===== src/rtl/mem_access_unit.sv =====
// MEM-stage access unit: drives the SRAM-like data-cache port, stalls the pipeline until the
// access completes, builds store strobes/lanes, aligns load data and flags address errors.
module mem_access_unit #(
  parameter logic [3:0] EXC_ADEL = 4'd4,
  parameter logic [3:0] EXC_ADES = 4'd5
) (
  input  logic        clk,
  input  logic        rst,
  input  logic        flush,
  input  logic        MemRead_i,
  input  logic        MemWrite_i,
  input  logic [2:0]  MemReadType_i,
  input  logic [31:0] ALUResult_i,
  input  logic [31:0] MemData_i,
  input  logic        RegWrite_i,
  input  logic        MemtoReg_i,
  input  logic [6:0]  WriteRegister_i,
  input  logic [31:0] PC_i,
  input  logic        is_ds_i,
  input  logic [3:0]  exception_i,
  output logic        data_req,
  output logic        data_wr,
  output logic [1:0]  data_size,
  output logic [31:0] data_addr,
  output logic [31:0] data_wdata,
  output logic [3:0]  data_wstrb,
  input  logic        data_addr_ok,
  input  logic        data_data_ok,
  input  logic [31:0] data_rdata,
  output logic        stall,
  output logic [31:0] ReadData,
  output logic [31:0] ALUResult_o,
  output logic        RegWrite_o,
  output logic        MemtoReg_o,
  output logic [6:0]  WriteRegister_o,
  output logic [31:0] PC_o,
  output logic        is_ds_o,
  output logic [3:0]  exception_o,
  output logic [31:0] BadVAddr
);

  typedef enum logic [2:0] {StIdle, StReq, StWait, StDone, StDrain} stateE;

  stateE       stateQ, stateD;
  logic [31:0] rdataQ;
  logic        capture;
  logic [1:0]  size;
  logic        misaligned;
  logic        memOp;
  logic [7:0]  ldByte;
  logic [15:0] ldHalf;
  logic [31:0] loadVal;
  logic        signFill;

  assign size       = MemReadType_i[1:0];
  assign misaligned = (size == 2'b01 && ALUResult_i[0]) ||
                      (size == 2'b10 && ALUResult_i[1:0] != 2'b00);
  assign memOp      = (MemRead_i | MemWrite_i) && exception_i == 4'd0 && !flush && !misaligned;

  always_comb begin
    exception_o = 4'd0;
    if (exception_i != 4'd0)           exception_o = exception_i;
    else if (MemRead_i && misaligned)  exception_o = EXC_ADEL;
    else if (MemWrite_i && misaligned) exception_o = EXC_ADES;
  end

  assign BadVAddr        = (exception_o == EXC_ADEL || exception_o == EXC_ADES) ? ALUResult_i : '0;
  assign RegWrite_o      = RegWrite_i && exception_o == 4'd0;
  assign ALUResult_o     = ALUResult_i;
  assign MemtoReg_o      = MemtoReg_i;
  assign WriteRegister_o = WriteRegister_i;
  assign PC_o            = PC_i;
  assign is_ds_o         = is_ds_i;

  assign data_wr   = MemWrite_i;
  assign data_size = size;
  assign data_addr = ALUResult_i;

  always_comb begin
    data_wdata = MemData_i;
    data_wstrb = 4'b0000;
    unique case (size)
      2'b00:   data_wdata = {4{MemData_i[7:0]}};
      2'b01:   data_wdata = {2{MemData_i[15:0]}};
      default: data_wdata = MemData_i;
    endcase
    if (MemWrite_i) begin
      unique case (size)
        2'b00:   data_wstrb = 4'b0001 << ALUResult_i[1:0];
        2'b01:   data_wstrb = ALUResult_i[1] ? 4'b1100 : 4'b0011;
        default: data_wstrb = 4'b1111;
      endcase
    end
  end

  always_comb begin
    stateD   = stateQ;
    data_req = 1'b0;
    stall    = 1'b0;
    capture  = 1'b0;
    unique case (stateQ)
      StIdle: begin
        data_req = memOp;
        stall    = memOp;
        if (memOp) stateD = data_addr_ok ? StWait : StReq;
      end
      StReq: begin
        stall = 1'b1;
        // An unaccepted request is simply abandoned on flush.
        if (flush) begin
          stateD = StIdle;
        end else begin
          data_req = 1'b1;
          if (data_addr_ok) stateD = StWait;
        end
      end
      StWait: begin
        stall = 1'b1;
        if (data_data_ok) begin
          capture = !flush;
          stateD  = flush ? StIdle : StDone;
        end else if (flush) begin
          stateD = StDrain;
        end
      end
      StDone: stateD = StIdle;
      StDrain: begin
        stall = 1'b1;
        if (data_data_ok) stateD = StIdle;
      end
      default: stateD = StIdle;
    endcase
    if (rst) begin
      data_req = 1'b0;
      stall    = 1'b0;
    end
  end

  always_ff @(posedge clk) begin
    if (rst) begin
      stateQ <= StIdle;
      rdataQ <= '0;
    end else begin
      stateQ <= stateD;
      if (capture) rdataQ <= data_rdata;
    end
  end

  // Load lane select relies on ALUResult_i being held stable through DONE.
  always_comb begin
    unique case (ALUResult_i[1:0])
      2'b00:   ldByte = rdataQ[7:0];
      2'b01:   ldByte = rdataQ[15:8];
      2'b10:   ldByte = rdataQ[23:16];
      default: ldByte = rdataQ[31:24];
    endcase
    ldHalf = ALUResult_i[1] ? rdataQ[31:16] : rdataQ[15:0];
    signFill = 1'b0;
    unique case (size)
      2'b00: begin
        signFill = !MemReadType_i[2] && ldByte[7];
        loadVal  = {{24{signFill}}, ldByte};
      end
      2'b01: begin
        signFill = !MemReadType_i[2] && ldHalf[15];
        loadVal  = {{16{signFill}}, ldHalf};
      end
      default: loadVal = rdataQ;
    endcase
  end

  assign ReadData = (stateQ == StDone && MemRead_i && !rst) ? loadVal : '0;

endmodule


===== config.mk =====
export PLATFORM = sky130hd
export DESIGN_NAME = mem_access_unit
export DESIGN_NICKNAME = d
export VERILOG_FILES = /design/src/rtl/mem_access_unit.sv
export SDC_FILE = /design/constraint.sdc
export NUM_CORES = 1
export LEC_CHECK = 0
export ABC_CLOCK_PERIOD_IN_PS = 2300
export CORE_AREA = 2 2 142 144
export CTS_BUF_LIST = sky130_fd_sc_hd__clkbuf_8
export DETAILED_ROUTE_END_ITERATION = 8
export DIE_AREA = 0 0 144 146
export HOLD_SLACK_MARGIN = 0.08
export PLACE_DENSITY = 0.57
export REMOVE_ABC_BUFFERS = 1
export SYNTH_ARGS = -nofsm -noshare
export SYNTH_HDL_FRONTEND = slang
export SYNTH_SLANG_ARGS = --single-unit

===== constraint.sdc =====
create_clock -name clk -period 2.3 [get_ports clk]
set_input_delay 0.46 -clock clk [delete_from_list [all_inputs] [get_ports clk]]
set_output_delay 0.46 -clock clk [all_outputs]
set_load 0.05 [all_outputs]

==> results.sh <==
export IMPL_cts_htree_levels=2
export IMPL_drt_wl_total_mm=20.29
export IMPL_fin_crit_sh_pct=111.5
export IMPL_setup_slack_ns=-0.2635
export IMPL_synth_simple_gate_area_share_pct=21.97
export IMPL_overflow=0
export IMPL_fin_crit_ns=2.564
export IMPL_startpoint_type="input port"
export IMPL_crit_slowest_cell="a2111oi_4"
export IMPL_async_flop_share_pct=0
export IMPL_worstPathArrival_ns=2.10
export IMPL_worstPathCellList="buf_6, mux4_2, nand2b_4, buf_6, a2111oi_4, buf_4, buf_8, a21o_1, buf_12"
export IMPL_synth_top_family_by_area="buffers and inverters"
export IMPL_synthesis_instances=520
export IMPL_cp_buffers_inverters=5
export IMPL_irDropWorstVdd_mv=0.2992
export IMPL_ios=367
export IMPL_cp_common_cell="buf_6"
export IMPL_synth_compound_area_share_pct=20.12
export IMPL_synth_mux_area_share_pct=9.892
export IMPL_synth_area_leader_cell="buf_4"
export IMPL_yosysSeqAreaShare_pct=18.84
export IMPL_fp_dieW_um=144
export IMPL_clockBufferDepth=2
export IMPL_hold_violations=0
export IMPL_numPortBuffers=284
export IMPL_num_antenna_cells=0
export IMPL_drc_errors=0
export IMPL_min_path_type="flip-flop to flip-flop"
export IMPL_path_class="input port to output pin"
export IMPL_via_per_inst=4.276
export IMPL_clock_sinks=35
export IMPL_critPathMaxStageDelay_ns=0.39
export IMPL_synth_flop_cell="dfxtp_1"
export IMPL_rows=51
export IMPL_status="complete, but fails checks"
export IMPL_endpoint_kind="output pin"
export IMPL_slew_violations=0
export IMPL_final_util_pct=44.90
export IMPL_synth_area_mm2=0.003719
export IMPL_max_freq_mhz=390.1
export IMPL_drv_cap=0
export IMPL_grt_pass1_wl_mm=29.32
export IMPL_drt_antenna_violating_nets=0
export IMPL_grt_pass1_vias=4376
export IMPL_cts_buffers=5
export IMPL_yosys_top_cells_area="buf_4 (23%), dfxtp_1 (19%), nand2_1 (11%)"
export IMPL_path_clk_slew_ns=0.08
export IMPL_drive_gt1_share_pct=49.34
export IMPL_num_vias=4366
export IMPL_p_per_area_mw_per_mm2=348.9
export IMPL_violations="negative setup slack"
export IMPL_seq_area_um2=701.9
export IMPL_root_buffer="clkbuf_8"
export IMPL_fin_skew_ns=0.004533
export IMPL_wl_per_cell_um=19.88
export IMPL_grt_usage_pct=18.54
export IMPL_yosys_area_share_xor_xnor_pct=0
export IMPL_critPathLaunch="ALUResult_i[0]"
export IMPL_synth_distinct_cells=42
export IMPL_antenna_found_initial=0
export IMPL_gp_congestion=0.7952
export IMPL_multiInputGateArea_mm2=0.002306
export IMPL_clkPwrFrac_pct=14.6
export IMPL_initial_utilization_pct=19.23
export IMPL_die_y_um=146
export IMPL_p_sw_share_pct=41.80
export IMPL_design_power_total_mw=3.029
export IMPL_hold_start="rdataQ[15]$_SDFFE_PP0P_"
export IMPL_regToRegStartpoint="stateQ[0]$_SDFFE_PP0P_"
export IMPL_leakage_nw=3.643
export IMPL_seqPwrFrac_pct=21.5
export IMPL_hpwl_mm=15.78
export IMPL_layout_nets=907
export IMPL_insertion_delay_ns=0.29
export IMPL_drt_iter0_markers=200
export IMPL_core_area_mm2=0.01933
export IMPL_area_growth_pct=133.5
export IMPL_p_comb_share_pct=63.9
export IMPL_rsz0062_at_grt="true"
export IMPL_fillers=1825
export IMPL_synth_fa_ha_area_share_pct=0.2692
export IMPL_first_pass_iters=4
export IMPL_cts_tree="yes"
export IMPL_worst_pin_slew_ns=0.4362
export IMPL_slew_headroom_pct=70.89
export IMPL_grt_max_degree=38
export IMPL_crit_family="buffers and inverters"
export IMPL_die_area_mm2=0.02102
export IMPL_avgSynthCellArea_um2=7.151
export IMPL_critical_path_required_ns=1.84
export IMPL_synth_top_area_share_pct=23.42
export IMPL_synth_seq_cells=35
export IMPL_yosysWarnings=0
export IMPL_synth_edf_count=0
export IMPL_cp_max_fo=5
export IMPL_p_sw_mw=1.266
export IMPL_setup_violations_final=35
export IMPL_p_int_mw=1.763
[repair_timing]
item | in CTS | in global routing
setup buffers | 17 | 3
gates cloned | 5 | 0
hold buffers | 0 | 0
setup endpoints to repair | 92 | 74
resized for setup | 134 | 20
pin swaps | 28 | 14
[flip-flops by register name, indices dropped and copies added, names as in the netlist]
signal  flops
rdataQ     32
stateQ      3
[routing by layer]
layer / wire length [um] / global-route usage, % / up-vias / part of all wire, %
met5: 0 / 0.2392 / - / 0
met4: 150 / 2.451 / 0 / 0.74
met3: 1889 / 6.252 / 10 / 9.3
met2: 9475 / 29.29 / 213 / 47
met1: 8777 / 25.05 / 2026 / 43
li1: - / - / 2117 / -
[worst paths after layout]
check                            endpoint  slack [ns]  depth (start not counted)
setup / recovery             ReadData[19]       -0.26                          9
hold reg to reg   rdataQ[15]$_SDFFE_PP0P_        0.48                          2
setup reg to reg  rdataQ[12]$_SDFFE_PP0P_        0.73                          6
hold / removal    rdataQ[15]$_SDFFE_PP0P_        0.48                          2
[area by class of cell]
| cell class | instances | area share [%] |
|---|---|---|
| Sequential cell | 35 | 8.085 |
| Timing Repair Buffer | 380 | 60.04 |
| Tap cell | 265 | 3.819 |
| Inverter | 13 | 0.5620 |
| Clock inverter | 3 | 0.1441 |
| Multi-Input combinational cell | 320 | 26.56 |
| Clock buffer | 5 | 0.7926 |
[tightest hold or removal path: cells and delay by family (launching register included)]
family             cells  cell delay, ns
AOI/OAI and AO/OA      1            0.05
DFF                    1            0.34
and+or+nand+nor        1            0.05
[cells in the mapped netlist, drive strengths merged (2+ instances only)]
cell type    n
buf        124
nand2      106
a21oi       40
dfxtp       35
and2        32
clkbuf      28
a21o        17
mux2        17
o21ai       17
mux2i       15
nor2        14
inv         13
a221oi       8
o221a        8
a32oi        7
nor3         6
nand3b       4
a211oi       3
nand2b       3
nor2b        3
nor4         2
nor4b        2
o21a         2
[metrics by stage]
stage	hold WS [ns]	cells	instance area, um2	TNS (ns)	worst slack (ns)
floorplan	0.4385	368	2693	-27.92	-0.7966
global placement	0.4613	995	7919	-49.58	-0.9753
detailed placement	0.4677	995	7919	-52.68	-1.019
CTS	0.4777	1021	8577	-5.276	-0.1804
global route	0.5037	1021	8682	-8.305	-0.3425
finish	0.4751	1021	8682	-4.259	-0.2635
[power groups by stage]
stage / Clock [mW] / Combinational, mW / Sequential [mW]
floorplan: 0 / 0.470 / 0.685
global placement: 0 / 1.80 / 0.667
detailed placement: 0 / 1.81 / 0.666
CTS: 0.446 / 1.93 / 0.652
global route: 0.470 / 2.03 / 0.656
finish: 0.443 / 1.93 / 0.652
[cell usage in the layout (no fill, tap or decap), types with 3 or more instances in the layout]
cell type and instances:
a21o_1 17, a21oi_1 39, a221oi_4 8, a32oi_1 7, and2_4 31, buf_12 155
buf_4 86, buf_6 24, buf_8 5, clkbuf_8 5, clkdlybuf4s50_1 99, dfxtp_1 34
dlygate4sd2_1 5, inv_1 15, mux2_2 17, mux2i_1 15, nand2_1 105, nand2b_4 3
nand3b_1 4, nor2_1 7, nor2_2 4, nor2_4 3, nor3_2 3, o21ai_0 17
o221a_2 8
[kinds of logic (layout without fill, tap and decap cells)]
family | count (synthesis) | after routing
fa+ha+maj | 1 | 1
buf+inv | 165 | 401
flops | 35 | 35
compound gates | 109 | 109
simple gates | 177 | 177
mux | 33 | 33
No activity file was read; power rests on OpenSTA's default activity.
